### config.mk
export PLATFORM = sky130hd
export DESIGN_NAME = ps2_tx_scheduler_flat
export DESIGN_NICKNAME = d
export VERILOG_FILES = /design/src/rtl/ps2_tx_scheduler_if.sv /design/src/rtl/ps2_tx_scheduler.sv /design/src/flat_wrapper.sv
export SDC_FILE = /design/constraint.sdc
export NUM_CORES = 1
export LEC_CHECK = 0
export BUFFER_PORTS_ARGS = -buffer_cell sky130_fd_sc_hd__buf_2
export CORE_MARGIN = 2
export CORE_UTILIZATION = 60
export DETAILED_ROUTE_END_ITERATION = 16
export GPL_ROUTABILITY_DRIVEN = 0
export PLACE_DENSITY = 0.8
export SYNTH_ARGS = -nofsm -noshare
export SYNTH_HDL_FRONTEND = slang
export SYNTH_SLANG_ARGS = --single-unit
### constraint.sdc
create_clock -name clk -period 4.9 [get_ports clk]
set_input_delay 0.98 -clock clk [delete_from_list [all_inputs] [get_ports clk]]
set_output_delay 0.98 -clock clk [all_outputs]
set_load 0.02 [all_outputs]
### src/rtl/ps2_tx_scheduler_if.sv
// Byte-source handshakes (ports A/B) and PS/2 line outputs of ps2_tx_scheduler.
`timescale 1ns/1ps
interface ps2_tx_scheduler_if;
   logic [7:0] a_data;
   logic       a_last;
   logic       a_valid;
   logic       a_ready;
   logic [7:0] b_data;
   logic       b_last;
   logic       b_valid;
   logic       b_ready;
   logic       ps2_clk;
   logic       ps2_data;
   logic       busy;
   logic [1:0] grant;

   modport master (
      output a_data, a_last, a_valid, b_data, b_last, b_valid,
      input  a_ready, b_ready, ps2_clk, ps2_data, busy, grant
   );

   modport slave (
      input  a_data, a_last, a_valid, b_data, b_last, b_valid,
      output a_ready, b_ready, ps2_clk, ps2_data, busy, grant
   );
endinterface

### src/rtl/ps2_tx_scheduler.sv
// Two-source round-robin PS/2 device-side transmitter with packet locking and lock timeout.
// Define PS2_INHIBIT_EN to add the ps2_inhibit input (host clock inhibit aborts/restarts frames).
`timescale 1ns/1ps
module ps2_tx_scheduler #(
   parameter int HALF_PERIOD  = 500,
   parameter int GAP_BITS     = 2,
   parameter int LOCK_TIMEOUT = 65535
) (
   input  logic clk,
   input  logic reset,
`ifdef PS2_INHIBIT_EN
   input  logic ps2_inhibit,
`endif
   ps2_tx_scheduler_if.slave bus
);

   localparam int BIT_CYCLES = 2 * HALF_PERIOD;
   localparam int GAP_CYCLES = GAP_BITS * BIT_CYCLES;
   localparam int PH_W       = $clog2(BIT_CYCLES);
   localparam int GAP_W      = $clog2(GAP_CYCLES);
   localparam int TO_W       = $clog2(LOCK_TIMEOUT + 1);

   localparam logic [PH_W-1:0]  PH_LAST   = PH_W'(BIT_CYCLES - 1);
   localparam logic [PH_W-1:0]  PH_HALF   = PH_W'(HALF_PERIOD);
   localparam logic [PH_W-1:0]  HOLD_LAST = PH_W'(HALF_PERIOD - 1);
   localparam logic [GAP_W-1:0] GAP_LAST  = GAP_W'(GAP_CYCLES - 1);
   localparam logic [TO_W-1:0]  TO_LAST   = TO_W'(LOCK_TIMEOUT - 1);

   typedef enum logic [1:0] {S_IDLE, S_LOAD, S_SHIFT, S_GAP} state_t;

   state_t           state_q, state_d;
   logic [PH_W-1:0]  phase_q, phase_d;
   logic [3:0]       bit_q, bit_d;
   logic [GAP_W-1:0] gap_q, gap_d;
   logic [TO_W-1:0]  to_q, to_d;
   logic [1:0]       grant_q, grant_d;
   logic             served_b_q, served_b_d;   // 1: port B was served last
   logic [7:0]       data_q, data_d;
   logic             last_q, last_d;
   logic             hold_q, hold_d;           // frame aborted, waiting to restart
   logic             ps2_clk_q, ps2_clk_d;
   logic             ps2_data_q, ps2_data_d;
   logic             busy_q, busy_d;
   logic             inhibit;
   logic             owner_valid;
   logic             pick_b;
   logic [10:0]      frame_d;

`ifdef PS2_INHIBIT_EN
   assign inhibit = ps2_inhibit;
`else
   assign inhibit = 1'b0;
`endif

   assign owner_valid = grant_q[1] ? bus.b_valid : bus.a_valid;
   assign pick_b      = bus.b_valid && (!bus.a_valid || !served_b_q);

   always_comb begin
      // NOTE: every comb output gets a default first so no path leaves it unassigned (no latches).
      state_d    = state_q;
      phase_d    = phase_q;
      bit_d      = bit_q;
      gap_d      = gap_q;
      to_d       = to_q;
      grant_d    = grant_q;
      served_b_d = served_b_q;
      data_d     = data_q;
      last_d     = last_q;
      hold_d     = hold_q;

      unique case (state_q)
         S_IDLE: begin
            if (grant_q != 2'b00) begin
               if (owner_valid && !inhibit) begin
                  state_d = S_LOAD;
                  to_d    = '0;
               end else if (!owner_valid) begin
                  if (to_q == TO_LAST) begin
                     grant_d = 2'b00;
                     to_d    = '0;
                  end else begin
                     to_d = to_q + 1'b1;
                  end
               end
            end else if (!inhibit && (bus.a_valid || bus.b_valid)) begin
               grant_d = pick_b ? 2'b10 : 2'b01;
               state_d = S_LOAD;
               to_d    = '0;
            end
         end

         S_LOAD: begin
            data_d     = grant_q[1] ? bus.b_data : bus.a_data;
            last_d     = grant_q[1] ? bus.b_last : bus.a_last;
            served_b_d = grant_q[1];
            to_d       = '0;
            phase_d    = '0;
            bit_d      = '0;
            hold_d     = 1'b0;
            state_d    = S_SHIFT;
         end

         S_SHIFT: begin
            if (inhibit) begin
               hold_d  = 1'b1;
               phase_d = '0;
               bit_d   = '0;
            end else if (hold_q) begin
               // Lines stay idle for one half-bit after inhibit release, then the frame restarts.
               if (phase_q == HOLD_LAST) begin
                  hold_d  = 1'b0;
                  phase_d = '0;
               end else begin
                  phase_d = phase_q + 1'b1;
               end
            end else if (phase_q == PH_LAST) begin
               phase_d = '0;
               if (bit_q == 4'd10) begin
                  bit_d   = '0;
                  gap_d   = '0;
                  state_d = S_GAP;
               end else begin
                  bit_d = bit_q + 1'b1;
               end
            end else begin
               phase_d = phase_q + 1'b1;
            end
         end

         S_GAP: begin
            if (!inhibit) begin
               if (gap_q == GAP_LAST) begin
                  gap_d   = '0;
                  state_d = S_IDLE;
                  if (last_q) grant_d = 2'b00;
               end else begin
                  gap_d = gap_q + 1'b1;
               end
            end
         end

         default: state_d = S_IDLE;
      endcase

      // Line levels are derived from next-state values and registered, so the pins never glitch.
      frame_d    = {1'b1, ~^data_d, data_d, 1'b0};
      ps2_clk_d  = 1'b1;
      ps2_data_d = 1'b1;
      if (state_d == S_SHIFT && !hold_d) begin
         ps2_clk_d  = (phase_d < PH_HALF);
         ps2_data_d = frame_d[bit_d];
      end
      busy_d = (state_d != S_IDLE);
   end

   always_ff @(posedge clk) begin
      if (reset) begin
         state_q    <= S_IDLE;
         phase_q    <= '0;
         bit_q      <= '0;
         gap_q      <= '0;
         to_q       <= '0;
         grant_q    <= 2'b00;
         served_b_q <= 1'b1;
         data_q     <= '0;
         last_q     <= 1'b0;
         hold_q     <= 1'b0;
         ps2_clk_q  <= 1'b1;
         ps2_data_q <= 1'b1;
         busy_q     <= 1'b0;
      end else begin
         // NOTE: non-blocking assignments so every register samples pre-edge values.
         state_q    <= state_d;
         phase_q    <= phase_d;
         bit_q      <= bit_d;
         gap_q      <= gap_d;
         to_q       <= to_d;
         grant_q    <= grant_d;
         served_b_q <= served_b_d;
         data_q     <= data_d;
         last_q     <= last_d;
         hold_q     <= hold_d;
         ps2_clk_q  <= ps2_clk_d;
         ps2_data_q <= ps2_data_d;
         busy_q     <= busy_d;
      end
   end

   assign bus.a_ready  = (state_q == S_LOAD) && grant_q[0];
   assign bus.b_ready  = (state_q == S_LOAD) && grant_q[1];
   assign bus.ps2_clk  = ps2_clk_q;
   assign bus.ps2_data = ps2_data_q;
   assign bus.busy     = busy_q;
   assign bus.grant    = grant_q;

endmodule

### src/flat_wrapper.sv
// flat-port wrapper written by rule: the top's interface ports become plain ports
module ps2_tx_scheduler_flat 
#(
   parameter int HALF_PERIOD  = 500,
   parameter int GAP_BITS     = 2,
   parameter int LOCK_TIMEOUT = 65535
)
  (clk, reset, bus_a_data, bus_a_last, bus_a_valid, bus_b_data, bus_b_last, bus_b_valid, bus_a_ready, bus_b_ready, bus_ps2_clk, bus_ps2_data, bus_busy, bus_grant);
  ps2_tx_scheduler_if bus_i ();
  input  logic clk;
  input  logic reset;
  input wire logic [$bits(bus_i.a_data)-1:0] bus_a_data;
  input wire logic [$bits(bus_i.a_last)-1:0] bus_a_last;
  input wire logic [$bits(bus_i.a_valid)-1:0] bus_a_valid;
  input wire logic [$bits(bus_i.b_data)-1:0] bus_b_data;
  input wire logic [$bits(bus_i.b_last)-1:0] bus_b_last;
  input wire logic [$bits(bus_i.b_valid)-1:0] bus_b_valid;
  output wire logic [$bits(bus_i.a_ready)-1:0] bus_a_ready;
  output wire logic [$bits(bus_i.b_ready)-1:0] bus_b_ready;
  output wire logic [$bits(bus_i.ps2_clk)-1:0] bus_ps2_clk;
  output wire logic [$bits(bus_i.ps2_data)-1:0] bus_ps2_data;
  output wire logic [$bits(bus_i.busy)-1:0] bus_busy;
  output wire logic [$bits(bus_i.grant)-1:0] bus_grant;
  assign bus_i.a_data = bus_a_data;
  assign bus_i.a_last = bus_a_last;
  assign bus_i.a_valid = bus_a_valid;
  assign bus_i.b_data = bus_b_data;
  assign bus_i.b_last = bus_b_last;
  assign bus_i.b_valid = bus_b_valid;
  assign bus_a_ready = bus_i.a_ready;
  assign bus_b_ready = bus_i.b_ready;
  assign bus_ps2_clk = bus_i.ps2_clk;
  assign bus_ps2_data = bus_i.ps2_data;
  assign bus_busy = bus_i.busy;
  assign bus_grant = bus_i.grant;
  ps2_tx_scheduler #(.HALF_PERIOD(HALF_PERIOD), .GAP_BITS(GAP_BITS), .LOCK_TIMEOUT(LOCK_TIMEOUT)) u_core (.clk(clk), .reset(reset), .bus(bus_i));
endmodule
# --- Word level (Yosys, flattened, before mapping) ---
# Index checks and enable logic that the tools add are counted.
classes:
  n_addsub: 4
  n_lt_le_gt_ge: 2
  eq_ne: 17
  muxes: 43
  bitwise_logic: 1
  reduce_logical: 20
ops:
  columns: ["operator", "count"]
  rows:
  - ["$mux 16", 4]
  - ["$mux 11", 4]
  - ["$pmux 16 s2", 1]
  - ["$mux 10", 3]
  - ["$mux 2", 14]
  - ["$pmux 11 s2", 1]
  - ["$pmux 10 s2", 1]
  - ["$add 16x1->16 const B", 1]
  - ["$eq 16x16->1 const B", 1]
  - ["$mux 8", 2]
  - ["$mux 4", 3]
  - ["$add 11x1->11 const B", 1]
  - ["$eq 11x11->1 const B", 1]
  - ["$add 10x1->10 const B", 1]
  - ["$eq 10x10->1 const B", 1]
  - ["$eq 10x9->1 const B", 1]
  - ["$lt 10x9->1 const B", 1]
  - ["$reduce_bool 2->1", 5]
  - ["$ne 2x1->1 const B", 4]
  - ["$pmux 2 s4", 1]
  - ["$pmux 4 s2", 1]
  - ["$reduce_xnor 8->1", 1]
  - ["$eq 2x2->1 const B", 3]
  - ["$ne 3x3->1 const B", 2]
  - ["other kinds (19)", 29]
word_totals:
  regBits: 59
  inputBits: 22
  output_inout_bits: 7
  wordCells: 100

# --- Longest topological paths before layout ---
# Gate-level depths: netlist of run 1.
depth:
  ltp_word: 9
  ltp_mapped: 10

# --- Least setup slack after synthesis of run 1 ---
# No wires, ideal clock.
synth_path:
  kind: "in2reg"
  from: "input port bus_b_data[4]"
  to: "register u_core.ps2_data_q (netlist: u_core.bus.ps2_data)"
  setup_time_ns: 0.120
  t_arrival_ns: 2.554
  slack_ns: 2.226
  cell_stages: 7
  path_buffers: 0
  path_cell_list: "mux2_2 mux2i_1 xnor3_1 xnor3_1 mux2i_1 o211ai_1 a211o_1"
synth_between:
  elab_chain_cells: 5
synth_rtl:
  columns: ["item", "line", "text"]
  rows:
  - ["start, declared", "flat_wrapper.sv:15", "input wire logic [$bits(bus_i.b_data)-1:0] bus_b_data;"]
  - ["$mux 8 (*)", "ps2_tx_scheduler.sv:93", "data_d = grant_q[1] ? bus.b_data : bus.a_data;"]
  - ["$mux 8 (*)", "ps2_tx_scheduler.sv:71", "unique case (state_q)"]
  - ["$reduce_xnor 8->1", "ps2_tx_scheduler.sv:146", "frame_d = {1'b1, ~^data_d, data_d, 1'b0};"]
  - ["$bmux 1 s4 (*)", "ps2_tx_scheduler.sv:151", "ps2_data_d = frame_d[bit_d];"]
  - ["$mux 1 (not written as such) (*)", "ps2_tx_scheduler.sv:151", null]
  - ["end signal, assigned", "ps2_tx_scheduler.sv:184", "ps2_data_q <= ps2_data_d;"]
  - ["end, declared", "ps2_tx_scheduler.sv:42", "logic ps2_data_q, ps2_data_d;"]
# Every way passes the cells marked *; elsewhere a longest branch is shown, timed or not. The select of a mux whose other input is x is not followed.
# A chain may end at the register's enable or synchronous reset.

# --- Final worst setup path of run 1 ---
layout_path:
  from: "register u_core.state_q[0]"
  to: "register u_core.ps2_data_q (netlist: u_core.bus.ps2_data)"
layout_between:
  elab_chain_cells: 8
  word_cells_on_any_way: 23
  cone_classes: "eq/ne: 4; mux: 13; bitwise: 1; reduce/logical: 5"
layout_rtl:
  columns: ["item", "line", "text"]
  rows:
  - ["start, declared", "ps2_tx_scheduler.sv:31", "state_t state_q, state_d;"]
  - ["start signal, assigned", "ps2_tx_scheduler.sv:173", "state_q <= state_d;"]
  - ["branches (longest 8 deep; another with $mux 8)", null, null]
# Several ways; the timed one is not identified. The select of a mux whose other input is x is not followed.

==> results of run 1 <==
sequential cells by signal (all words and copies together), names as in the netlist:
name and flops:
u_core.bus.ps2_data 1, u_core.bus.grant 2, u_core.hold_q 1, u_core.served_b_q 1, u_core.gap_q 11, u_core.state_q 2
u_core.bus.busy 1, u_core.to_q 16, u_core.phase_q 10, u_core.data_q 8, u_core.bus.ps2_clk 1, u_core.bit_q 4
u_core.last_q 1
worst max-delay path, delay by kind of cell, from the launching register on:
kind | cells | cell delay (ps)
compound gates | 2 | 530
fa+ha+maj | 1 | 480
buf+inv | 2 | 350
flops | 1 | 380
mux | 1 | 290
simple gates | 3 | 790
metal layers:
metal / wire (um) / vias to the layer above
met2: 3050 / 37
met3: 217 / 9
met1: 2880 / 1231
met5: 0 / -
li1: - / 1391
met4: 80 / 0
how the worst max path moves through the flow:
stage | start | to | slack (ps) | cells after the start
floorplan | bus_b_data[4] | u_core.bus.ps2_data | 2230 | 7
global placement | bus_b_data[4] | u_core.bus.ps2_data | 2060 | 8
detailed placement | u_core.state_q[0] | u_core.bus.ps2_data | 2000 | 9
CTS | u_core.state_q[0] | u_core.bus.ps2_data | 1970 | 9
global route | u_core.state_q[0] | u_core.bus.ps2_data | 1730 | 9
finish | u_core.state_q[0] | u_core.bus.ps2_data | 1970 | 9
stage by stage:
step | worst slack, ps | utilization, % | total power (uW) | area (um^2)
finish | 1970 | 69.7 | 1310 | 3610
global route | 1730 | 69.7 | 1370 | 3610
CTS | 1970 | 69.7 | 1320 | 3610
detailed placement | 2000 | 65.7 | 858 | 3400
global placement | 2060 | 65.7 | 850 | 3400
floorplan | 2230 | - | 799 | 3260
report_power, final:
| group | leakage [uW] | switching [uW] | internal (uW) | total, uW |
|---|---|---|---|---|
| clock | 0.000104 | 181 | 277 | 458 |
| combinational | 0.000783 | 168 | 148 | 316 |
| sequential | 0.000478 | 27.7 | 507 | 535 |
final cells by class:
type,instances,area share (%)
Tap cell,70,2.43
Clock inverter,1,0.832
Sequential cell,59,32.7
Inverter,11,1.14
Clock buffer,15,4.89
Timing Repair Buffer,28,3.88
Multi-Input combinational cell,295,54.1
cells by family after synthesis:
family | Yosys count
mux | 22
fa+ha+maj | 10
simple gates | 171
flops | 59
xor+xnor | 34
compound gates | 58
buf+inv | 28
Yosys cell counts (4+ instances only):
cell	count	share of area [%]
xnor2_1	8	2.1
ha_1	10	3.8
inv_1	11	1.3
nand3_1	11	1.7
nor2b_1	6	1.2
a21o_1	4	0.92
nand2_1	37	4.3
o21ai_0	10	1.5
dfxtp_1	59	36
nor3_1	10	1.5
buf_2	6	0.92
mux2i_1	12	3.7
a21oi_1	17	2.6
mux2_2	8	2.8
nand4_1	14	2.7
a31oi_1	4	0.77
nor4_1	4	0.77
nor2_1	65	7.5
clkbuf_1	8	0.92
xor2_1	24	6.4
==> run_results.csv, run 1 <==
group,metric,value,unit
logic_synthesis,synth_flop_cell,"dfxtp_1",
finish,area_delta_synth_final,10.7,%
logic_synthesis,synth_top_family_by_area,"simple AND/OR/NAND/NOR gates",
timing,fin_tns_setup,0,ps
timing,hold_violations,0,
clocking,post_cts_buffers,0,
timing,rsz0062_at_grt,"false",
logic_synthesis,synth_seq_cells,59,
critical_path,crit_path_start_kind,"register",
critical_path,path_cells,"inv_1 > ha_1 > inv_1 > or4_1 > mux2_2 > nand2_1 > nor3_1 > o31a_1 > a211o_1",
place,io_buffer_count,28,
clocking,htreeDepth,3,
logic_synthesis,synthArstFlopShare,0,%
critical_path,crit_path_max_fanout,11,
critical_path,rrSetupSlack,1970,ps
floorplanning,core_area,0.00517,mm^2
logic_synthesis,synthAdderAreaFrac,3.84,%
finish,final_common_cell,"nor2_1",
place,dp_cells,463,
global_routing,grt_overflow,0,
logic_synthesis,syn_area,0.00326,mm^2
clocking,cts_buffers,9,
global_routing,grtUsageMet1,27.0,%
timing,slew_violations,0,
clocking,root_buffer,"clkbuf_8",
power,leakagePower,0.00137,uW
logic_synthesis,synth_nets,414,
critical_path,reg2regPathDepth,9,
job,maxCapViolations,0,
logic_synthesis,synth_edf_count,0,
critical_path,critPathRequiredTime,5140,ps
logic_synthesis,synthMuxAreaShare,7.33,%
timing,worst_pin_slew,766,ps
critical_path,endpoint_kind,"register",
detailed_routing,drtIter0Drc,88,
critical_path,path_common_cell,"inv_1",
timing,finalSetupViolCount,0,
critical_path,crit_slowest_cell,"or4_1",
detailed_routing,drtPass1Iterations,4,
global_routing,grt_pass1_wl,10900,um
global_routing,grt_usage,22.5,%
floorplanning,die_x,77.7,um
logic_synthesis,avgSynthCellArea,8.53,um^2
floorplanning,fp-row-count,26,
critical_path,cpPeakStageDelay,550,ps
detailed_routing,postRouteAntennaNets,0,
logic_synthesis,synth_cell_types,58,
critical_path,cp.arrival,3170,ps
finish,final_cell_mix,"nor2_1 (65), dfxtp_1 (59), nand2_1 (37)",
clocking,cts_buffer_depth,2,
finish,drive_above_1_share,14.2,%
global_routing,grt_antenna_before_repair,0,
detailed_routing,wl_per_cell,13.0,um
critical_path,critical_path_class,"register to register",
detailed_routing,wirelength,6230,um
detailed_routing,route.detailed.drc,0,
logic_synthesis,syn_inst,382,
timing,hold_ws,472,ps
detailed_routing,vias,2668,
global_routing,use_met3,6.98,%
clocking,clk_latency,350,ps
timing,finalCritPeriodShare,59.8,%
power,ir_drop,0.271,mV
global_routing,top_usage_layer,"met2",
finish,fillCellCount,407,
logic_synthesis,synthXorXnorAreaFrac,9.98,%
logic_synthesis,yosys_warnings,0,
timing,max_clock_freq,341,MHz
logic_synthesis,synthSimpleGateAreaFrac,26.2,%
power,p_per_area,363,mW/mm^2
clocking,cts_resized,0,
hold_path,worstHoldEndpoint,"u_core.served_b_q",
hold_path,min_path_type,"register to register",
finish,final_net_count,436,
finish,layout.cells.non_filler,479,
status,status,"completed",
floorplanning,die-height,77.7,um
floorplanning,die_area,0.00604,mm^2
finish,seq_area,0.00118,mm^2
logic_synthesis,yosysSeqAreaShare,36.2,%
finish,multi_input_area,0.00195,mm^2
global_routing,grt_pass1_vias,2474,
clocking,clock-sinks,59,
clocking,clkTransAtPathRegs,60,ps
hold_path,min_from,"u_core.served_b_q",
clocking,cts_tree,"built",
detailed_routing,vias_per_cell,5.57,
floorplanning,pin_count,29,
timing,clock-skew-final,5.25,ps
floorplanning,initial_core_util,63.0,%
clocking,cts_hold_buf,0,
critical_path,rr_startpoint,"u_core.state_q[0]",
timing,period_needed,2930,ps
global_routing,grt_start_max_net_pins,31,
logic_synthesis,synth_compound_area_share,12.5,%
critical_path,r2r-end,"u_core.bus.ps2_data",
place,hpwlAfterDp,4330,um
timing,relSlewSlack,49.0,%
finish,diodes,0,
global_routing,grt_use_met2,37.4,%
hold_path,min_path_cells,1,
(Power assumes the default switching activity.)
==> inputs of run 2 (changes only) <==
--- a/config.mk
+++ b/config.mk
@@ -5,6 +5,7 @@
 export SDC_FILE = /design/constraint.sdc
 export NUM_CORES = 1
 export LEC_CHECK = 0
+export ABC_AREA = 1
 export BUFFER_PORTS_ARGS = -buffer_cell sky130_fd_sc_hd__buf_2
 export CORE_MARGIN = 2
 export CORE_UTILIZATION = 60
==> constraint.sdc (replaced) <==
create_clock -name clk -period 2.8 [get_ports clk]
set_input_delay 0.56 -clock clk [delete_from_list [all_inputs] [get_ports clk]]
set_output_delay 0.56 -clock clk [all_outputs]
set_load 0.02 [all_outputs]
==> run 2 against run 1 <==
Clock-buffer cell count down 5. Via count grew 33%. Worst hold slack gained 1.6 ps. Non-clock buffer count increased by 4. Power rose by 130%. Global-route usage increased by 4.0 points. Clock power increased by 67%. Sequential cell count unchanged. Critical path type is now register to output pin. Largest cell class unchanged.
==> run_results.csv, run 2 <==
group,metric,value,unit
timing,relSlewSlack,44.6,%
floorplanning,die_x,81.3,um
logic_synthesis,yosysSeqAreaShare,32.9,%
power,totalPowerFinal,3030,uW
critical_path,critPathRequiredTime,2240,ps
floorplanning,die_area,0.00662,mm^2
logic_synthesis,syn_inst,556,
detailed_routing,drtIter0Drc,198,
finish,diodes,0,
finish,fillCellCount,504,
timing,max_clock_freq,389,MHz
finish,multi_input_area,0.00211,mm^2
power,power.internal,1760,uW
critical_path,cpPeakStageDelay,710,ps
logic_synthesis,synth_cell_types,42,
logic_synthesis,synth_edf_count,0,
finish,design_area,0.00398,mm^2
clocking,post_cts_buffers,0,
timing,rsz0062_at_grt,"false",
timing,finalSetupViolCount,0,
power,seqPwrFrac,33.1,%
power,p_sw_share,41.9,%
place,placed_area,0.00378,mm^2
place,dp_cells,651,
finish,seq_area,0.00118,mm^2
critical_path,endpoint_kind,"output pin",
finish,area_delta_synth_final,10.8,%
timing,clock-skew-final,6.91,ps
logic_synthesis,synth_flop_cell,"dfxtp_1",
place,hpwlAfterDp,5970,um
logic_synthesis,yosysTopAreaCellShare,32.9,%
logic_synthesis,synthArstFlopShare,0,%
finish,drive_above_1_share,14.0,%
floorplanning,initial_core_util,61.3,%
clocking,clock-sinks,59,
timing,slew_violations,0,
global_routing,grt_start_max_net_pins,28,
status,status,"completed",
critical_path,critical_path_class,"register to output pin",
critical_path,path_cells,"inv_1 > ha_1 > buf_4 > nand2_1 > inv_1 > buf_2",
critical_path,path_delay_family,"adder cells",
timing,finalCritPeriodShare,91.8,%
floorplanning,pin_count,29,
timing,fin_tns_setup,0,ps
critical_path,path_common_cell,"inv_1",
clocking,root_buffer,"clkbuf_8",
finish,largest_reg_flops,16,
clocking,clkTransAtPathRegs,70,ps
detailed_routing,drtPass1Iterations,5,
detailed_routing,route.detailed.drc,0,
clocking,cts_hold_buf,0,
detailed_routing,wirelength,8020,um
finish,final_net_count,619,
clocking,cts_buffers,9,
detailed_routing,vias_per_cell,5.34,
clocking,cts_buffer_depth,2,
power,p_per_area,761,mW/mm^2
floorplanning,core_area,0.00585,mm^2
clocking,htreeDepth,3,
floorplanning,fp-row-count,28,
logic_synthesis,syn_area,0.00359,mm^2
logic_synthesis,avgSynthCellArea,6.45,um^2
logic_synthesis,synth_seq_cells,59,
critical_path,cp.arrival,2010,ps
power,p_clk_share,25.4,%
power,leakagePower,0.00178,uW
finish,final_common_cell,"nand2_1",
logic_synthesis,synth_commonest_cells,"nand2_1 (170), nor2_1 (74), dfxtp_1 (59), inv_1 (52), nand3_1 (47)",
job,maxCapViolations,0,
floorplanning,die-height,81.3,um
clocking,clk_latency,340,ps
power,pwr-share-comb,41.5,%
finish,reg_top3,"u_core.to_q (16), u_core.gap_q (11), u_core.phase_q (10)",
finish,fin_util,67.9,%
finish,final_cell_mix,"nand2_1 (170), nor2_1 (74), dfxtp_1 (59)",
logic_synthesis,synth_area_leaders,"dfxtp_1 (33%), nand2_1 (18%), nor2_1 (7.7%)",
global_routing,grt_pass1_vias,3327,
finish,layout.cells.non_filler,666,
critical_path,crit_path_start_kind,"register",
clocking,cts_tree,"built",
detailed_routing,vias,3558,
logic_synthesis,yosys_warnings,0,
critical_path,crit_path_max_fanout,27,
power,p_sw,1270,uW
place,io_buffer_count,28,
global_routing,grt_pass1_wl,13800,um
hold_path,min_path_type,"register to register",
clocking,cts_resized,0,
timing,hold_violations,0,
critical_path,crit_slowest_cell,"ha_1",
critical_path,path_buf_inv,4,
power,ir_drop,0.446,mV
finish,top_register,"u_core.to_q",
global_routing,grt_usage,26.5,%
detailed_routing,postRouteAntennaNets,0,
logic_synthesis,synth_nets,588,
critical_path,rrSetupSlack,390,ps
detailed_routing,wl_per_cell,12.0,um
global_routing,grt_overflow,0,
timing,period_needed,2570,ps
global_routing,grt_antenna_before_repair,0,
logic_synthesis,synth_area_leader_cell,"dfxtp_1",
timing,worst_pin_slew,830,ps
logic_synthesis,yosysMostFrequentCell,"nand2_1",
## run 2: changes by cell type in the layout (fill, tap and decap cells not counted), moves of 11 or more
cell	delta
nand2_1	+133
xor2_1	-14
nand3_1	+36
inv_1	+41
mux2i_1	-11
## run 2: stage by stage
step           setup WS (ps)  hold slack [ps]
4_1_cts                  206              466
3_3_place_gp             520              444
2_1_floorplan            964              425
3_5_place_dp             409              447
5_1_grt                 49.8              484
6_report                 230              473
## run 2: final timing paths
check                           cells past startpoint         startpoint         endpoint
worst min-delay path                                1    u_core.gap_q[9]  u_core.gap_q[9]
worst max-delay path                                6  u_core.state_q[1]      bus_b_ready
worst max register to register                      9  u_core.state_q[1]   u_core.to_q[9]
worst min register to register                      1    u_core.gap_q[9]  u_core.gap_q[9]
## run 2: cell families (layout without fill, tap and decap cells)
logic type / count (synthesis) / in the layout / share of synthesized area (%)
simple gates: 348 / 348 / 43.0
mux: 1 / 1 / 0.279
buf+inv: 71 / 106 / 8.16
xor+xnor: 12 / 12 / 2.93
compound gates: 55 / 55 / 9.20
fa+ha+maj: 10 / 10 / 3.49
flops: 59 / 59 / 32.9
## run 2: final cells by class
cell class | count | area share [%]
timing repair buffer | 32 | 4.28
multi-input combinational | 426 | 53.2
tap | 75 | 2.36
clock buffer | 10 | 3.46
sequential | 59 | 29.7
clock inverter | 5 | 1.35
inverter | 59 | 5.63
## run 2: layer usage
metal  part of all wire, %  track usage [%]
met1                    45             31.1
met2                    47             45.2
met3                   5.1             6.67
met4                   2.1             12.0
met5                     0                0
## run 2: power groups by stage
stage,clock (uW),sequential [uW],combinational [uW]
2_1_floorplan,0,1010,977
3_3_place_gp,0,1020,1220
3_5_place_dp,0,1020,1240
4_1_cts,778,1000,1250
5_1_grt,807,1020,1420
6_report,767,1000,1260
## run 2: worst register-to-register path: cells and delay by family (launching register included)
family          cells  cell delay, ps
compound gates      1             130
fa+ha+maj           1             710
buf+inv             3             350
flops               1             340
simple gates        4             760
